===== src/rtl/dec_chan_sched.sv =====
// dec_chan_sched: per-channel codeword FIFOs feeding one shared ADPCM decoder core.
// Each fs pulse issues exactly one decode per channel, 0..NCH-1. Optional watchdog: DEC_TIMEOUT_EN.
module dec_chan_fifo #(
  parameter int CW    = 4,
  parameter int DEPTH = 4
) (
  input  logic          clk,
  input  logic          reset,
  input  logic          push,
  input  logic          pop,
  input  logic [CW-1:0] din,
  output logic [CW-1:0] head,
  output logic          empty,
  output logic          full
);
  localparam int AW = $clog2(DEPTH);

  // One extra pointer bit separates full from empty.
  logic [AW:0]   wr_q, wr_d, rd_q, rd_d;
  logic [CW-1:0] mem_q [DEPTH];

  always_comb begin
    wr_d = wr_q + (AW+1)'(push);
    rd_d = rd_q + (AW+1)'(pop);
  end

  always_ff @(posedge clk) begin
    if (reset) begin
      wr_q <= '0;
      rd_q <= '0;
    end else begin
      wr_q <= wr_d;
      rd_q <= rd_d;
    end
  end

  always_ff @(posedge clk) begin
    if (push) mem_q[wr_q[AW-1:0]] <= din;
  end

  assign head  = mem_q[rd_q[AW-1:0]];
  assign empty = (wr_q == rd_q);
  assign full  = (wr_q[AW-1:0] == rd_q[AW-1:0]) && (wr_q[AW] != rd_q[AW]);
endmodule

module dec_chan_sched #(
  parameter int NCH     = 4,
  parameter int CW      = 4,
  parameter int DEPTH   = 4,
  parameter int TIMEOUT = 64
) (
  input  logic                   clk,
  input  logic                   reset,
  input  logic                   in_valid,
  output logic                   in_ready,
  input  logic [$clog2(NCH)-1:0] in_chan,
  input  logic [CW-1:0]          in_code,
  input  logic                   fs,
  output logic                   dec_start,
  output logic [$clog2(NCH)-1:0] dec_chan,
  output logic [CW-1:0]          dec_code,
  input  logic                   dec_done,
  output logic                   busy,
  output logic [NCH-1:0]         underrun,
  output logic                   frame_ovr,
  output logic                   bad_chan,
`ifdef DEC_TIMEOUT_EN
  output logic                   dec_timeout,
`endif
  input  logic                   clr_status
);
  localparam int CHW = $clog2(NCH);

  typedef enum logic [1:0] {IDLE, ISSUE, WAIT} state_t;

  state_t         state_q, state_d;
  logic [CHW-1:0] ch_q, ch_d;
  logic [CW-1:0]  code_q, code_d;
  logic [NCH-1:0] underrun_q, underrun_d;
  logic           ovr_q, ovr_d, bad_q, bad_d;

  logic [NCH-1:0]         push, pop, empty, full;
  logic [NCH-1:0][CW-1:0] head;
  logic                   in_hit, sel_full, sel_pop, cur_empty, issue, slot_done;
  logic [CW-1:0]          cur_head, cur_code;

  assign issue = (state_q == ISSUE);

  for (genvar i = 0; i < NCH; i++) begin : g_ch
    assign push[i] = in_valid && in_ready && (in_chan == CHW'(i));
    assign pop[i]  = issue && (ch_q == CHW'(i)) && !empty[i];
    dec_chan_fifo #(.CW(CW), .DEPTH(DEPTH)) u_fifo (
      .clk   (clk),
      .reset (reset),
      .push  (push[i]),
      .pop   (pop[i]),
      .din   (in_code),
      .head  (head[i]),
      .empty (empty[i]),
      .full  (full[i])
    );
  end

  // A full FIFO still accepts when its head is popped this cycle; unknown channels always accept.
  always_comb begin
    in_hit    = 1'b0;
    sel_full  = 1'b0;
    sel_pop   = 1'b0;
    cur_empty = 1'b1;
    cur_head  = '0;
    for (int i = 0; i < NCH; i++) begin
      if (in_chan == CHW'(i)) begin
        in_hit   = 1'b1;
        sel_full = full[i];
        sel_pop  = pop[i];
      end
      if (ch_q == CHW'(i)) begin
        cur_empty = empty[i];
        cur_head  = head[i];
      end
    end
    in_ready = !sel_full || sel_pop;
    cur_code = cur_empty ? '0 : cur_head;
  end

`ifdef DEC_TIMEOUT_EN
  localparam int TW = $clog2(TIMEOUT + 1);
  logic [TW-1:0] cnt_q, cnt_d;
  logic          to_q, to_d, expired;

  assign expired   = (state_q == WAIT) && !dec_done && (cnt_q == TW'(TIMEOUT - 1));
  assign slot_done = dec_done || expired;

  always_comb begin
    cnt_d = (state_q == WAIT) ? cnt_q + TW'(1) : '0;
    to_d  = clr_status ? 1'b0 : to_q;
    if (expired) to_d = 1'b1;
  end

  always_ff @(posedge clk) begin
    if (reset) begin
      cnt_q <= '0;
      to_q  <= 1'b0;
    end else begin
      cnt_q <= cnt_d;
      to_q  <= to_d;
    end
  end

  assign dec_timeout = to_q;
`else
  assign slot_done = dec_done;
`endif

  always_comb begin
    state_d    = state_q;
    ch_d       = ch_q;
    code_d     = code_q;
    underrun_d = clr_status ? '0 : underrun_q;
    ovr_d      = clr_status ? 1'b0 : ovr_q;
    bad_d      = clr_status ? 1'b0 : bad_q;
    if (in_valid && !in_hit) bad_d = 1'b1;
    if (fs && (state_q != IDLE)) ovr_d = 1'b1;
    case (state_q)
      IDLE: begin
        if (fs) begin
          ch_d    = '0;
          state_d = ISSUE;
        end
      end
      ISSUE: begin
        // Empty slot still issues the silence code so the core's adaptation keeps running.
        code_d = cur_code;
        if (cur_empty) underrun_d[ch_q] = 1'b1;
        state_d = WAIT;
      end
      WAIT: begin
        if (slot_done) begin
          if (ch_q == CHW'(NCH - 1)) begin
            state_d = IDLE;
          end else begin
            ch_d    = ch_q + CHW'(1);
            state_d = ISSUE;
          end
        end
      end
      default: state_d = IDLE;
    endcase
  end

  always_ff @(posedge clk) begin
    if (reset) begin
      state_q    <= IDLE;
      ch_q       <= '0;
      code_q     <= '0;
      underrun_q <= '0;
      ovr_q      <= 1'b0;
      bad_q      <= 1'b0;
    end else begin
      state_q    <= state_d;
      ch_q       <= ch_d;
      code_q     <= code_d;
      underrun_q <= underrun_d;
      ovr_q      <= ovr_d;
      bad_q      <= bad_d;
    end
  end

  assign dec_start = issue;
  assign dec_chan  = ch_q;
  assign dec_code  = issue ? cur_code : code_q;
  assign busy      = (state_q != IDLE);
  assign underrun  = underrun_q;
  assign frame_ovr = ovr_q;
  assign bad_chan  = bad_q;
endmodule

===== config.mk =====
export PLATFORM = sky130hd
export DESIGN_NAME = dec_chan_sched
export DESIGN_NICKNAME = d
export VERILOG_FILES = /design/src/rtl/dec_chan_sched.sv
export SDC_FILE = /design/constraint.sdc
export NUM_CORES = 1
export LEC_CHECK = 0
export CAP_MARGIN = 20
export CORE_MARGIN = 2
export CORE_UTILIZATION = 55
export DETAILED_ROUTE_END_ITERATION = 16
export HOLD_SLACK_MARGIN = 0.12
export PLACE_DENSITY = 0.84
export SYNTH_ARGS = -nofsm -noshare
export SYNTH_HDL_FRONTEND = slang
export SYNTH_SLANG_ARGS = --single-unit

===== constraint.sdc =====
create_clock -name clk -period 2.7 [get_ports clk]
set_input_delay 0.54 -clock clk [delete_from_list [all_inputs] [get_ports clk]]
set_output_delay 0.54 -clock clk [all_outputs]
set_load 0.02 [all_outputs]

==> impl_metrics.toml <==
[logic_synthesis]
synth_edf_count = 64
synth_area_sq_mm = 0.004514
syn_nets = 371
ys_dominant_reg_cell = "edfxtp_1"
netlist_instances = 339
postSynthAreaPerCell_sq_um = 13.32
synth-seq-cells = 102
ys_warn_count = 0
synth_seq_area_share_pct = 59.42
yosysUniqueCellTypes = 45
async_reset_ff_share_pct = 0

[power]
comb_power_share_pct = 7.9
pwr_density_cell_mw_per_mm2 = 516.5
p_leak_nw = 2.094
swShare_pct = 23.90
ir_drop_uv = 414.8
power_frac_seq_pct = 58.5
clkPwrFrac_pct = 33.6
p_sw_w = 0.0006888
p_int_w = 0.002193

[route]
drcViolationCount = 0
via_per_inst = 5.702
initialDrtViolationCount = 296
drt_pre_antenna_iters = 5
wl_um = 9547
post_drt_wl_per_cell_um = 18.01
detail-route-antenna-nets = 0
vias = 3022

[worst_setup_path]
crit_fanout = 5
critPathKind = "register to output pin"
crit_required_ns = 2.16
reg2reg_slack_ns = 0.35
cp-startpoint = "dec_chan[1]"
endpoint_kind = "output pin"
cp.arrival_ns = 2.26
setup.worst_path.start_class = "register"
endpoint = "dec_code[0]"
r2r_cells = 12
reg2reg_to = "g_ch[0].u_fifo.wr_q[2]"
reg2reg_from = "dec_chan[0]"

[clocking]
clockBufferDepth = 2
path_clk_slew_ns = 0.11
cts_sinks = 102
numCtsBuffers = 9
hold_buffers = 0
cts-htree-levels = 3
tritoncts = "built"
cts_root_buf = "clkbuf_8"
clk_latency_ns = 0.37

[run]
cap_violations = 0

[grt]
grt_overflow = 0
first_global_vias = 2892
antenna_found_initial = 0
grt_pass1_wl_um = 14790
grtUsageTotal_pct = 22.78
grt_max_degree = 22

[timing]
finalHoldViolations = 0
final.min_clock_period_ns = 2.805
whs_ns = 0.4764
finalWorstSetupSlack_ns = -0.1047
relSlewSlack_pct = 39.22
max_freq_mhz = 356.5
period_share_pct = 103.9
skew_ns = 0.01262
rsz0062_at_grt = "yes"
worstMarginPinSlew_ns = 0.9089
finalMaxSlewViolations = 0
setup_viol = 4

[floorplan]
fp.dieArea_sq_mm = 0.008948
initial_core_util_pct = 55.78
io_pins = 27
die-height_um = 94.60
fp.coreArea_sq_mm = 0.008093
rows = 33
die_x_um = 94.60

[final_layout]
diodes = 0
drive_gt1_share_pct = 29.18
syn_to_final_growth_pct = 23.61
fillers = 541
nNetsFinal = 452

[outcome]
violations = "negative setup slack"
status = "complete, but fails checks"

[placed_design]
place_ws_ns = -0.4469
port_buffers = 26
dp_hpwl_um = 6909
gp_congestion = 0.8873

[worst_hold_path]
hp-class = "register to register"
==> worst min-delay path by stage <==
| stage | from | to | slack (ns) | cells past startpoint |
|---|---|---|---|---|
| after global routing | bad_chan | bad_chan | 0.51 | 1 |
| after CTS | frame_ovr | frame_ovr | 0.48 | 2 |
| final | frame_ovr | frame_ovr | 0.48 | 2 |
| after detailed placement | frame_ovr | frame_ovr | 0.46 | 2 |
| after floorplan | code_q[0] | code_q[0] | 0.48 | 2 |
| after global placement | frame_ovr | frame_ovr | 0.44 | 2 |
==> power groups by stage <==
stage	clock network [W]	registers (W)	logic, W
floorplan	0	0.00172	0.0000999
global placement	0	0.00172	0.000199
detailed placement	0	0.00172	0.000206
CTS	0.000987	0.00169	0.000221
global route	0.00105	0.00169	0.000244
finish	0.000968	0.00169	0.000227
==> through the flow <==
stage / total power (W) / cells / setup TNS (ns) / cell area (sq um) / util [%]
6_report: 0.002882 / 530 / -0.3731 / 5580 / 68.95
5_1_grt: 0.002987 / 530 / -0.6269 / 5580 / 68.95
2_1_floorplan: 0.001823 / 339 / -0.3656 / 4514 / -
3_3_place_gp: 0.001921 / 511 / -1.139 / 5239 / 64.73
4_1_cts: 0.002895 / 530 / -0.3815 / 5553 / 68.61
3_5_place_dp: 0.001929 / 511 / -1.885 / 5239 / 64.73
==> cell type report <==
class,instances,area [sq um],share of cell area (%)
multi-input combinational,216,1818,32.58
sequential,102,2690,48.21
clock buffer,10,148.9,2.668
timing repair buffer,83,704.4,12.62
clock inverter,6,55.05,0.9865
inverter,8,32.53,0.5830
tap,105,131.4,2.354
==> layout by cell type (no fill, tap or decap), drive strengths merged, types with 11 or more instances in the layout <==
cell type / synthesis / layout
clkdlybuf4s50: 0 / 21
dfxtp: 38 / 38
nor2b: 18 / 18
nand2: 18 / 18
clkbuf: 6 / 11
ha: 20 / 20
buf: 7 / 61
xnor2: 17 / 17
nor2: 20 / 20
inv: 8 / 14
edfxtp: 64 / 64
==> registers in the layout (all words and copies together) (netlist names) <==
signal,count
bad_chan,1
g_ch.u_fifo.wr_q,12
frame_ovr,1
state_q,2
dec_chan,2
g_ch.u_fifo.mem_q,64
underrun,4
code_q,4
g_ch.u_fifo.rd_q,12
==> cell families (layout without fill, tap and decap cells) <==
| logic type | after synthesis | after routing | synth area share [%] |
|---|---|---|---|
| buffers and inverters | 21 | 107 | 2.550 |
| AOI/OAI and AO/OA | 39 | 39 | 6.292 |
| muxes | 25 | 25 | 8.010 |
| xor gates and xnor gates | 22 | 22 | 4.268 |
| DFF | 102 | 102 | 59.42 |
| and+or+nand+nor | 110 | 110 | 13.91 |
| adders and majority gates | 20 | 20 | 5.543 |
==> metal layers <==
layer | GRT usage [%] | wire (um) | part of all wire (%)
met2 | 37.14 | 4753 | 50
met3 | 4.948 | 398 | 4.2
met5 | 0 | 0 | 0
met4 | 11.96 | 405 | 4.2
met1 | 28.65 | 3990 | 42
==> what timing repair did <==
action	in CTS	in global routing
gates cloned	0	0
pin swaps	5	0
setup buffers	3	0
endpoints found under the setup margin	5	5
resized for setup	49	10
==> Yosys cell counts (2+ instances only) <==
cell	instances	area, sq um
nand2_1	18	67.56
ha_1	20	250.2
o22a_1	4	35.03
nor2b_1	18	112.6
buf_6	3	33.78
nand3_1	9	45.04
nor3_1	3	15.01
mux2_2	9	101.4
buf_2	3	15.01
nand3b_1	9	67.56
and3b_1	2	17.52
o21ai_0	8	40.04
nor3b_1	5	37.54
edfxtp_1	64	1922
clkbuf_1	5	18.77
a31oi_1	6	37.54
and3_1	5	31.28
nor4_1	2	12.51
a21oi_1	8	40.04
xnor2_1	17	148.9
nand4_1	2	12.51
xor2_1	5	43.79
mux2i_1	8	80.08
nor2_1	20	75.07
nor4b_1	2	17.52
o31ai_2	4	50.05
inv_1	7	26.28
dfxtp_1	38	760.7
mux4_2	8	180.2
a32oi_1	4	35.03
or3b_2	3	26.28
nand2b_1	7	43.79
==> critical path, cell delays in order (launching register included) <==
cell and delay [ns]:
dfxtp_4 0.38, inv_2 0.07, ha_4 0.18, or4b_4 0.55, a31oi_4 0.18, nor4b_2 0.08
nand2b_4 0.18, o21ai_2 0.14, buf_6 0.13
No activity file was read; power rests on OpenSTA's default activity.
